--- src/rtl/uart_pkg.sv ---
// Shared types for the UART transceiver: parity mode, receive error flags and FSM state encodings.
package uart_pkg;

    typedef enum logic [1:0] {
        PARITY_NONE,
        PARITY_EVEN,
        PARITY_ODD
    } parity_t;

    // Error flags presented alongside each received word, MSB first: {overrun, parity, frame}.
    typedef struct packed {
        logic overrun;
        logic parity;
        logic frame;
    } rx_err_t;

    localparam int ERR_FRAME   = 0;
    localparam int ERR_PARITY  = 1;
    localparam int ERR_OVERRUN = 2;
    localparam int ERR_W       = 3;

    typedef enum logic [2:0] {
        TX_IDLE,
        TX_START,
        TX_DATA,
        TX_PARITY,
        TX_STOP
    } tx_state_t;

    typedef enum logic [2:0] {
        RX_IDLE,
        RX_START,
        RX_DATA,
        RX_PARITY,
        RX_STOP
    } rx_state_t;

    // Parity bit for the low 'width' bits of data; words are at most 9 bits wide.
    function automatic logic parity_of(input logic [8:0] data, input int width, input parity_t mode);
        logic p;
        p = 1'b0;
        for (int i = 0; i < 9; i++) begin
            if (i < width) p = p ^ data[i];
        end
        return (mode == PARITY_ODD) ? ~p : p;
    endfunction

endpackage

--- src/rtl/uart_fifo.sv ---
// Small synchronous FIFO buffering received {err,dat} words; 'mark' sets one flag bit on the newest entry.
module uart_fifo
    import uart_pkg::*;
#(
    parameter int WIDTH    = 11,
    parameter int DEPTH    = 4,
    parameter int MARK_BIT = WIDTH - 1
) (
    input  logic             clk,
    input  logic             rst,
    input  logic             push,
    input  logic [WIDTH-1:0] wdata,
    input  logic             pop,
    input  logic             mark,
    output logic [WIDTH-1:0] rdata,
    output logic             full,
    output logic             empty
);

    localparam int AW = $clog2(DEPTH);

    logic [WIDTH-1:0] mem [DEPTH];
    logic [AW:0]      wr_ptr;
    logic [AW:0]      rd_ptr;
    logic [AW-1:0]    wr_idx;
    logic [AW-1:0]    rd_idx;
    logic [AW-1:0]    last_idx;

    assign wr_idx   = wr_ptr[AW-1:0];
    assign rd_idx   = rd_ptr[AW-1:0];
    assign last_idx = wr_idx - AW'(1);

    // Pointers carry one extra wrap bit so full and empty are distinguishable.
    assign empty = (wr_ptr == rd_ptr);
    assign full  = (wr_ptr[AW] != rd_ptr[AW]) && (wr_idx == rd_idx);
    assign rdata = empty ? '0 : mem[rd_idx];

    always_ff @(posedge clk or negedge rst) begin
        if (!rst) begin
            wr_ptr <= '0;
            rd_ptr <= '0;
        end else begin
            if (push) wr_ptr <= wr_ptr + 1'b1;
            if (pop)  rd_ptr <= rd_ptr + 1'b1;
        end
    end

    always_ff @(posedge clk) begin
        if (push) begin
            mem[wr_idx] <= wdata;
        end else if (mark && !empty) begin
            mem[last_idx][MARK_BIT] <= 1'b1;
        end
    end

endmodule

--- src/rtl/uart_transceiver.sv ---
// Full-duplex UART with independent TX and RX engines and a valid/ready word interface.
// Define UART_RX_FIFO_EN to buffer received words in an RX_DEPTH-entry FIFO instead of a single register.
module uart_transceiver
    import uart_pkg::*;
#(
    parameter int      BAUDRATE   = 115200,
    parameter int      FREQUENCY  = 100000000,
    parameter int      DATA_WIDTH = 8,
    parameter parity_t PARITY     = PARITY_NONE,
    parameter int      STOP_BITS  = 1,
    parameter int      RX_DEPTH   = 4
) (
    input  logic                  clk,
    input  logic                  rst,
    input  logic                  rxd,
    output logic                  txd,
    input  logic [DATA_WIDTH-1:0] tx_dat,
    input  logic                  tx_stb,
    output logic                  tx_rdy,
    output logic [DATA_WIDTH-1:0] rx_dat,
    output logic                  rx_stb,
    input  logic                  rx_rdy,
    output logic [ERR_W-1:0]      rx_err
);

    // Handshakes: a word moves on a clk edge where stb && rdy; stb and its data hold until then.

    localparam int            DIV       = FREQUENCY / BAUDRATE;
    localparam int            CW        = $clog2(DIV);
    localparam logic [CW-1:0] DIV_LAST  = CW'(DIV - 1);
    localparam logic [CW-1:0] HALF_LAST = CW'(DIV / 2 - 1);
    localparam logic [3:0]    DATA_LAST = 4'(DATA_WIDTH - 1);
    localparam logic [3:0]    STOP_LAST = 4'(STOP_BITS - 1);

    // ---------------------------------------------------------------- transmitter
    tx_state_t             tx_state;
    tx_state_t             tx_state_nx;
    logic [CW-1:0]         tx_cnt;
    logic [3:0]            tx_bit;
    logic [DATA_WIDTH-1:0] tx_shift;
    logic                  tx_par;
    logic                  tx_up;
    logic                  tx_tick;
    logic                  tx_accept;

    assign tx_tick   = (tx_cnt == DIV_LAST);
    assign tx_accept = tx_stb && tx_rdy;

    always_ff @(posedge clk or negedge rst) begin
        if (!rst) tx_state <= TX_IDLE;
        else      tx_state <= tx_state_nx;
    end

    always_comb begin
        tx_state_nx = tx_state;
        case (tx_state)
            TX_IDLE:   if (tx_accept) tx_state_nx = TX_START;
            TX_START:  if (tx_tick) tx_state_nx = TX_DATA;
            TX_DATA:   if (tx_tick && tx_bit == DATA_LAST)
                           tx_state_nx = (PARITY == PARITY_NONE) ? TX_STOP : TX_PARITY;
            TX_PARITY: if (tx_tick) tx_state_nx = TX_STOP;
            TX_STOP:   if (tx_tick && tx_bit == STOP_LAST) tx_state_nx = TX_IDLE;
            default:   tx_state_nx = TX_IDLE;
        endcase
    end

    always_comb begin
        txd    = 1'b1;
        tx_rdy = 1'b0;
        case (tx_state)
            TX_IDLE:   tx_rdy = tx_up;
            TX_START:  txd = 1'b0;
            TX_DATA:   txd = tx_shift[0];
            TX_PARITY: txd = tx_par;
            default:   txd = 1'b1;
        endcase
    end

    // tx_up keeps tx_rdy low until the first edge after reset is released.
    always_ff @(posedge clk or negedge rst) begin
        if (!rst) begin
            tx_cnt   <= '0;
            tx_bit   <= '0;
            tx_shift <= '0;
            tx_par   <= 1'b0;
            tx_up    <= 1'b0;
        end else begin
            tx_up <= 1'b1;
            if (tx_state == TX_IDLE || tx_tick) tx_cnt <= '0;
            else                                tx_cnt <= tx_cnt + 1'b1;
            if (tx_tick) begin
                if (tx_state != tx_state_nx) tx_bit <= '0;
                else                         tx_bit <= tx_bit + 1'b1;
            end
            if (tx_accept) begin
                tx_shift <= tx_dat;
                tx_par   <= parity_of(9'(tx_dat), DATA_WIDTH, PARITY);
            end else if (tx_state == TX_DATA && tx_tick) begin
                tx_shift <= tx_shift >> 1;
            end
        end
    end

    // ---------------------------------------------------------------- receiver
    rx_state_t             rx_state;
    rx_state_t             rx_state_nx;
    logic                  rx_s1;
    logic                  rx_s2;
    logic                  rx_prev;
    logic                  rx_fall;
    logic [CW-1:0]         rx_cnt;
    logic [3:0]            rx_bit;
    logic [DATA_WIDTH-1:0] rx_shift;
    logic                  rx_par_err;
    logic                  rx_half;
    logic                  rx_tick;
    logic                  rx_done;
    rx_err_t               rx_new_err;

    always_ff @(posedge clk or negedge rst) begin
        if (!rst) begin
            rx_s1   <= 1'b1;
            rx_s2   <= 1'b1;
            rx_prev <= 1'b1;
        end else begin
            rx_s1   <= rxd;
            rx_s2   <= rx_s1;
            rx_prev <= rx_s2;
        end
    end

    assign rx_fall = rx_prev && !rx_s2;
    assign rx_half = (rx_cnt == HALF_LAST);
    assign rx_tick = (rx_cnt == DIV_LAST);

    always_ff @(posedge clk or negedge rst) begin
        if (!rst) rx_state <= RX_IDLE;
        else      rx_state <= rx_state_nx;
    end

    // The start bit is re-checked at its middle; later bits are sampled one full bit apart from there.
    always_comb begin
        rx_state_nx = rx_state;
        case (rx_state)
            RX_IDLE:   if (rx_fall) rx_state_nx = RX_START;
            RX_START:  if (rx_half) rx_state_nx = rx_s2 ? RX_IDLE : RX_DATA;
            RX_DATA:   if (rx_tick && rx_bit == DATA_LAST)
                           rx_state_nx = (PARITY == PARITY_NONE) ? RX_STOP : RX_PARITY;
            RX_PARITY: if (rx_tick) rx_state_nx = RX_STOP;
            RX_STOP:   if (rx_tick) rx_state_nx = RX_IDLE;
            default:   rx_state_nx = RX_IDLE;
        endcase
    end

    always_comb begin
        rx_done            = (rx_state == RX_STOP) && rx_tick;
        rx_new_err         = '0;
        rx_new_err.parity  = rx_par_err;
        rx_new_err.frame   = !rx_s2;
    end

    always_ff @(posedge clk or negedge rst) begin
        if (!rst) begin
            rx_cnt     <= '0;
            rx_bit     <= '0;
            rx_shift   <= '0;
            rx_par_err <= 1'b0;
        end else begin
            if (rx_state == RX_IDLE || rx_state != rx_state_nx || rx_tick) rx_cnt <= '0;
            else                                                          rx_cnt <= rx_cnt + 1'b1;
            if (rx_state == RX_IDLE) begin
                rx_bit     <= '0;
                rx_par_err <= 1'b0;
            end else if (rx_state == RX_DATA && rx_tick) begin
                rx_bit   <= (rx_state_nx != rx_state) ? 4'd0 : rx_bit + 1'b1;
                rx_shift <= {rx_s2, rx_shift[DATA_WIDTH-1:1]};
            end else if (rx_state == RX_PARITY && rx_tick) begin
                rx_par_err <= (rx_s2 != parity_of(9'(rx_shift), DATA_WIDTH, PARITY));
            end
        end
    end

    // ---------------------------------------------------------------- receive output stage
`ifdef UART_RX_FIFO_EN
    localparam int FW = DATA_WIDTH + ERR_W;

    logic          f_push;
    logic          f_pop;
    logic          f_mark;
    logic          f_full;
    logic          f_empty;
    logic [FW-1:0] f_rdata;

    // A word arriving at a full FIFO is dropped unless a pop frees a slot in the same cycle.
    assign f_pop  = !f_empty && rx_rdy;
    assign f_push = rx_done && (!f_full || f_pop);
    assign f_mark = rx_done && f_full && !f_pop;

    uart_fifo #(
        .WIDTH    (FW),
        .DEPTH    (RX_DEPTH),
        .MARK_BIT (DATA_WIDTH + ERR_OVERRUN)
    ) u_fifo (
        .clk   (clk),
        .rst   (rst),
        .push  (f_push),
        .wdata ({rx_new_err, rx_shift}),
        .pop   (f_pop),
        .mark  (f_mark),
        .rdata (f_rdata),
        .full  (f_full),
        .empty (f_empty)
    );

    assign rx_stb = !f_empty;
    assign rx_err = f_rdata[FW-1:DATA_WIDTH];
    assign rx_dat = f_rdata[DATA_WIDTH-1:0];
`else
    logic                  rx_stb_q;
    logic [DATA_WIDTH-1:0] rx_dat_q;
    rx_err_t               rx_err_q;

    // An unaccepted word is kept; later arrivals only raise its overrun flag.
    always_ff @(posedge clk or negedge rst) begin
        if (!rst) begin
            rx_stb_q <= 1'b0;
            rx_dat_q <= '0;
            rx_err_q <= '0;
        end else if (rx_done) begin
            if (!rx_stb_q || rx_rdy) begin
                rx_stb_q <= 1'b1;
                rx_dat_q <= rx_shift;
                rx_err_q <= rx_new_err;
            end else begin
                rx_err_q.overrun <= 1'b1;
            end
        end else if (rx_rdy) begin
            rx_stb_q <= 1'b0;
        end
    end

    assign rx_stb = rx_stb_q;
    assign rx_dat = rx_dat_q;
    assign rx_err = rx_err_q;
`endif

endmodule

--- config.mk ---
export PLATFORM = sky130hd
export DESIGN_NAME = uart_transceiver
export DESIGN_NICKNAME = d
export VERILOG_FILES = /design/src/rtl/uart_pkg.sv /design/src/rtl/uart_fifo.sv /design/src/rtl/uart_transceiver.sv
export SDC_FILE = /design/constraint.sdc
export NUM_CORES = 1
export LEC_CHECK = 0
export CORE_ASPECT_RATIO = 0.9
export CORE_MARGIN = 3
export CORE_UTILIZATION = 65
export CTS_BUF_LIST = sky130_fd_sc_hd__clkbuf_8
export DETAILED_ROUTE_END_ITERATION = 16
export DONT_BUFFER_PORTS = 1
export PLACE_DENSITY = 0.82
export SKIP_LAST_GASP = 1
export SYNTH_ARGS = -nofsm -noshare
export SYNTH_HDL_FRONTEND = slang
export SYNTH_SLANG_ARGS = --single-unit
export TNS_END_PERCENT = 1
--- constraint.sdc ---
create_clock -name clk -period 5.1 [get_ports clk]
set_clock_uncertainty 0.05 [all_clocks]
set_input_delay 1.275 -clock clk [delete_from_list [all_inputs] [get_ports clk]]
set_output_delay 1.275 -clock clk [all_outputs]
set_load 0.02 [all_outputs]
### After elaboration in Yosys (flattened, before gate mapping)

Cells that the tools add are included.

* word-level logic and storage cells: 144
* RAM bits: 0
* flip-flop bits (word level): 68
* input port bits: 13
* output and inout port bits: 14
* memories kept: 0
* bits in latches: 0
* bits in read-only memories: 0

* order comparisons: 0
* bitwise operators: 15
* shifts and indexed selects: 0
* reductions and logical operators: 26
* equal/unequal tests: 19
* multipliers: 0
* divide/modulo/power cells: 0
* mux-type cells: 61
* add/subtract/negate cells: 4

Operators with widths (count)
* $mux W1: 39
* $mux W3: 10
* $pmux W3 S5: 2
* $add A10 B1 Y10 const B: 2
* $eq A10 B10 Y1 const B: 2
* $mux W10: 2
* $mux W4: 4
* $mux W8: 2
* $xor A1 B1 Y1: 14
* $eq A3 B2 Y1 const B: 4
* $eq A10 B9 Y1 const B: 1
* $logic_and A1 B1 Y1: 9
* $ne A3 B3 Y1: 3
* $add A4 B1 Y4 const B: 2
* $eq A4 B3 Y1 const B: 2
* $reduce_and A2 Y1: 4
* $reduce_bool A2 Y1: 4
* $eq A3 B1 Y1 const B: 2
* $eq A3 B3 Y1 const B: 2
* $logic_not A3 Y1: 2
* $logic_not A4 Y1: 1
* $logic_or A1 B1 Y1: 4
* $pmux W1 S3: 1
* $logic_not A1 Y1: 2
* 5 further kinds: 5

### Logic depth before layout (Yosys ltp)

Gate-level depths: netlist (run 1).

* word-level depth: 37
* depth in mapped cells: 7
* depth with buffers taken out: 7

### Least setup slack after synthesis (run 1)

OpenSTA, ideal clock, no wires.

* path type: register to output
* start point: register tx_state[0]
* end point: output tx_rdy
* stages on the path, launching flop included: 3
* data arrival time: 1.442 ns
* buffers on the path: 1
* path slack: 2.333 ns
* data required time: 3.775 ns
* cells stage by stage: dfrtp_1 -> clkbuf_1 -> nor4b_1

* longest elaborated chain between the ends: 2

RTL lines
* start, declared: line uart_transceiver.sv:36 `tx_state_t tx_state;`
* start signal, assigned: line uart_transceiver.sv:51 `else tx_state <= tx_state_nx;`
* $logic_not A3 Y1: line uart_transceiver.sv:70 `case (tx_state)`
* $mux W1: line uart_transceiver.sv:70
* end, declared: line uart_transceiver.sv:19 `output logic tx_rdy,`

Every way passes these cells.

### Worst setup path in the final report (run 1)

* start point: register tx_state[0]
* end point: output txd

* longest elaborated chain between the ends: 2
* elaborated cells on any way between the ends: 4
* those cells by class: 3 x eq/ne; 1 x mux

RTL lines
* $eq A3 B2 Y1 or $eq A3 B1 Y1 (tied branches): line uart_transceiver.sv:70
* $pmux W1 S3 *: line uart_transceiver.sv:70
* end, declared: line uart_transceiver.sv:16 `output logic txd,`

Every way passes the cells marked *; elsewhere a longest branch is shown, timed or not.

==> results of run 1 <==
metal layers:
metal  wire, um  track usage
met1       2790        0.300
met2       2660        0.320
met3        346       0.0872
met4         91       0.0775
met5          0            0
worst paths after layout:
check                         endpoint  slack [ns]  cells after the start
hold / removal                   rx_s2        0.31                      0
setup / recovery                   txd        2.37                      3
min in group asynchronous  rx_state[0]        0.57                      0
hold reg to reg                  rx_s2        0.31                      0
max in group asynchronous        rx_s1        4.22                      0
setup reg to reg             rx_dat[4]        2.46                      5
sequential cells by signal (all words and copies together) (netlist names), 3 cells and up:
signal and count:
tx_cnt 10, rx_state 3, rx_dat 8, tx_bit 4
tx_state 3, tx_shift 8, rx_bit 4, rx_err 3
rx_cnt 10, rx_shift 8
placed cells by master (no fill, tap or decap), types with 6 or more instances in the layout:
master	instances
mux2_1	9
mux2_2	9
xor2_1	10
nor2_1	30
and3_1	7
nand2_1	20
nand3_1	13
xnor2_1	21
inv_1	12
o21ai_0	11
dfrtp_1	65
o21ai_1	7
mux2i_1	9
ha_1	6
clkbuf_8	12
nand2b_1	8
layout make-up:
class	instances	area [um2]	area share
Multi-Input combinational cell	219	1560	0.434
Tap cell	65	81.3	0.0226
Clock inverter	3	37.5	0.0104
Clock buffer	12	165	0.0459
Sequential cell	68	1710	0.474
Timing Repair Buffer	1	7.51	0.00209
Inverter	11	41.3	0.0115
per-stage QoR:
stage / hold WS (ns) / total power, mW
floorplan: 0.295 / 0.678
global placement: 0.297 / 0.695
detailed placement: 0.298 / 0.701
CTS: 0.307 / 1.15
global route: 0.315 / 1.19
finish: 0.306 / 1.13
kinds of logic after synthesis:
family                     after synthesis  synth area share
other                                    1           0.00112
adders and majority gates                6            0.0223
buffers and inverters                   21            0.0279
AOI/OAI and AO/OA                       47            0.0976
DFF                                     68             0.508
xor gates and xnor gates                31            0.0808
muxes                                   27            0.0872
and+or+nand+nor                        107             0.175
power by group:
part	switching [mW]	internal (mW)
registers	0.0351	0.569
clock network	0.183	0.260
logic	0.0398	0.0477
critical path: stages (launching register included):
cell,delay [ns]
dfrtp_1,0.48
nand2b_1,0.20
o21ai_0,0.19
nand2b_1,0.20
==> metrics, run 1 <==
Synth Flop Type=dfrtp_1; critical path launch point type=flop; Yosys top cell area share=0.484; pre-CTS setup slack=around 2.5 ns; Core ar.=~5000 um2; Pleak=between 1.5 and 2 nW; number of flops mapped to enable cells by yosys=0; Wirelength per Cell=approximately 16 um; Synth area leaders=dfrtp_1 48%, xnor2_1 5.5%, nor2_1 3.4%; final std cells w/o fill=379; mapped cell area=between 3000 and 4000 um2; hold path start=rx_s1; clk root buf=clkbuf_8; largest net degree at the start of global routing=69; Pins Over Slew Limit=0; DR DRC count=0; power density cells=around 320 nW/um2; Final ANT Viol Nets=0; Cells after DPL=364; synthesis-to-layout area growth=7.11%; outcome=finished, final reports clean; worst path arrival time=roughly 1.4 ns; row count=24; die width=between 80 and 90 um; DP Area=3400 um2; Worst-Skew Late Latency=~0.34 ns; crit path capture type=output port; RSZ-0062 raised after global routing=false; area leader, netlist=dfrtp_1; final setup vio count=0; GRT Util Overall=0.220; Clock H-tree levels=3; design area=3600 um2; Post-Syn Nets=around 330; final core utilization=0.731; post-DP HPWL=about 4000 um; initial antenna violation count=0; Synth Register Bits=68; first-pass GRT wire length=10000 um; Vias per Instance=around 5.9; TritonCTS Buffers=9; Synth cell types=60; TNS Setup=0 ns; initial DRC count=~180; PortBufs=0; Post-Syn Instances=308; Placer Congestion=between 0.7 and 0.8; Setup crit start=tx_state[0]; MaxCap Viol Count=0; initial core utilization=0.682; CTS sink count=a little under 70; register area share after synthesis=0.508; Peak Freq=366 MHz; Post-synth ARST share=1.00; Setup Crit Path Kind=flop to output port; die height=74.2 um; Reg-to-Reg Start=rx_cnt[0]; Initial DRT Pass Iterations=5; GRT overflow=0; fillers=roughly 360; vias post-DR=approximately 2200; # Post-CTS Setup Buffers=0; Ys Warns=0; average cell area after synthesis=~11 um2; share of layout cells above drive strength 1=0.102; Worst Tran Pin Value=1.19 ns; ANT cells=0; CP Max Fanout=10; clock buffer depth=2; Final period util=0.536; cts repair resizes=0; relative max-transition margin=0.200; Worst VDD drop=around 0.00024 V; count leader, synth=dfrtp_1; Crit path required time=between 3 and 4 ns; CTS tree=yes; final WL=between 5000 and 6000 um; Clock transition at path regs=around 0.060 ns; crit path time final=approximately 2.7 ns; Post-synth top cells=65 x dfrtp_1, 30 x nor2_1, 21 x xnor2_1, 20 x nand2_1, 13 x nand3_1; final hold vios=0; Final WS setup=2.37 ns; hold-fix buffers at CTS=0; Worst Hold Class=flop to flop; vias in the first global route=~2100; Die Footprint=6070 um2; I/O pins=27; Nets=around 330
(Power assumes the default switching activity.)
==> run 2, diff against run 1 <==
--- a/config.mk
+++ b/config.mk
@@ -7,11 +7,11 @@
 export LEC_CHECK = 0
 export CORE_ASPECT_RATIO = 0.9
 export CORE_MARGIN = 3
-export CORE_UTILIZATION = 65
+export CORE_UTILIZATION = 59
 export CTS_BUF_LIST = sky130_fd_sc_hd__clkbuf_8
 export DETAILED_ROUTE_END_ITERATION = 16
 export DONT_BUFFER_PORTS = 1
-export PLACE_DENSITY = 0.82
+export PLACE_DENSITY = 0.79
 export SKIP_LAST_GASP = 1
 export SYNTH_ARGS = -nofsm -noshare
 export SYNTH_HDL_FRONTEND = slang
==> constraint.sdc (replaced) <==
create_clock -name clk -period 2.3 [get_ports clk]
set_clock_uncertainty 0.05 [all_clocks]
set_input_delay 0.575 -clock clk [delete_from_list [all_inputs] [get_ports clk]]
set_output_delay 0.575 -clock clk [all_outputs]
set_load 0.02 [all_outputs]
==> metrics, run 2 (same netlist as run 1, synthesis figures left out) <==
Crit path required time=2.48 ns (-1.29 ns); first-pass GRT wire length=10200 um (+2.2%); crit path capture type=flop; final WL=5910 um (+0.39%); row count=25 (+4.2%); die height=77.6 um (+4.6%); clock buffer depth=2 (unchanged); ANT cells=0 (unchanged); die width=85.5 um (+4.6%); leading cell type in the layout, fill and taps excluded=dfrtp_1; I/O pins=27 (unchanged); critical path launch point type=flop; Cell Chain, Critical Path=ha_2 -> nand4bb_4 -> or2_1 -> a222oi_1 -> a311oi_1 -> a311o_1; synthesis-to-layout area growth=9.91%; Worst Hold Class=input port to asynchronous set/reset pin; Pleak=1.71 nW (+2.4%); largest net degree at the start of global routing=66 (-4.3%); GRT Util Overall=0.197 (-0.0227); GRT overflow=0 (unchanged); clk root buf=clkbuf_8; outcome=finished, final reports clean; max incr delay on CP=0.40 ns (-0.08 ns); Final period util=0.935; share of layout cells above drive strength 1=0.136 (+0.0339); CP Max Fanout=5 (-5); TritonCTS Buffers=9 (unchanged); RSZ-0062 raised after global routing=false; final core utilization=0.686 (-0.0444); final hold vios=0 (unchanged); MaxCap Viol Count=0 (unchanged); Worst-Skew Late Latency=0.35 ns (about the same); initial antenna violation count=0 (unchanged); vias in the first global route=2150 (+1.5%); Clock transition at path regs=0.07 ns (about the same); clock share of power=0.372 (-0.018); PortBufs=0 (unchanged); Seq pwr share=0.534 (about the same); Peak Freq=~460 MHz; initial core utilization=0.624 (-0.0577); Int Power=1.87 mW (+110%); initial DRC count=267 (+48%); Worst Tran Pin Value=1.17 ns (-0.0185 ns); Wirelength per Cell=15.1 um (-2.7%); Placer Congestion=0.830 (+4.8%); Net Switching=629 uW (+140%); crit path time final=approximately 2.2 ns; commonest non-fill, non-tap cells in the layout=64 x dfrtp_1, 30 x nor2_1, 21 x xnor2_1; Nets=338 (+2.7%); Initial DRT Pass Iterations=4 (-1); fillers=401 (+11%); crit path max-delay cell type=dfrtp_1; CTS tree=yes; worst path arrival time=2.33 ns (+0.92 ns); DR DRC count=0 (unchanged); Vias per Instance=5.76 (-2.9%); Final ANT Viol Nets=0 (unchanged); Die Footprint=6640 um2 (+9.4%); CTS sink count=68 (unchanged); Worst VDD drop=0.000468 V (+97%); relative max-transition margin=0.212 (+0.0124); post-DP HPWL=3960 um (-2.5%); Sw Share=0.252 (+0.0248); Clock H-tree levels=3 (unchanged); Setup Crit Path Kind=flop to flop; Pins Over Slew Limit=0 (unchanged); # Post-CTS Setup Buffers=0 (unchanged); vias post-DR=2251 (+0.18%); TNS Setup=0 ns (unchanged); Logic pwr share=0.094 (+0.017); power density cells=676 nW/um2 (+110%); biggest regs=rx_cnt (10), tx_cnt (10); final setup vio count=0 (unchanged); Core ar.=5380 um2 (+9.2%)
[run 2: final timing paths]
path	from	to	slack (ns)	cells after the start
max	rx_cnt[1]	rx_bit[2]	0.15	6
min	rst	rx_bit[0]	0.04	1
max reg2reg	rx_cnt[1]	rx_bit[2]	0.15	6
min reg2reg	rx_s1	rx_s2	0.30	0
max in group asynchronous	rst	rx_s1	1.52	1
min in group clk	rxd	rx_s1	0.18	0
[run 2: layout make-up]
class / instances / area, um2 / share of cell area
Inverter: 11 / 41.3 / 0.0112
Tap cell: 67 / 83.8 / 0.0227
Multi-Input combinational cell: 219 / 1580 / 0.428
Clock inverter: 7 / 60.1 / 0.0163
Clock buffer: 9 / 124 / 0.0335
Timing Repair Buffer: 10 / 97.6 / 0.0264
Sequential cell: 68 / 1710 / 0.462
[run 2: power groups by stage]
stage | sequential, mW | combinational (mW) | clock [mW]
2_1_floorplan | 1.34 | 0.165 | 0
3_3_place_gp | 1.35 | 0.186 | 0
3_5_place_dp | 1.35 | 0.195 | 0
4_1_cts | 1.33 | 0.225 | 0.946
5_1_grt | 1.34 | 0.264 | 1.00
6_report | 1.33 | 0.234 | 0.929
[run 2: metrics by stage]
stage | hold WS, ns | cells | cell area (um2) | power, mW | worst slack (ns)
floorplan | 0.229 | 308 | 3360 | 1.50 | 0.0608
global placement | 0.231 | 373 | 3450 | 1.54 | 0.128
detailed placement | 0.231 | 373 | 3450 | 1.55 | 0.0458
CTS | 0.00648 | 390 | 3660 | 2.50 | 0.00624
global route | 0.0557 | 391 | 3690 | 2.61 | 0.0269
finish | 0.0410 | 391 | 3690 | 2.50 | 0.149
[run 2: critical path, delay by kind of cell (launching register included)]
kind                       cells  cell delay [ns]
AOI/OAI and AO/OA              3             0.93
adders and majority gates      1             0.27
DFF                            1             0.40
and+or+nand+nor                2             0.40
[run 2: metal layers]
metal	routed length, um	part of all wire	track usage	vias up
li1	-	-	-	1103
met1	2820	0.48	0.263	1094
met4	52	0.0088	0.0522	0
met3	329	0.056	0.0807	5
met5	0	0	0	-
met2	2710	0.46	0.298	49
[run 2: repair_timing]
item	in CTS	in global routing
gates resized for setup	0	3
hold buffers	1	1
hold endpoints to repair	65	3
setup endpoints to repair	0	20
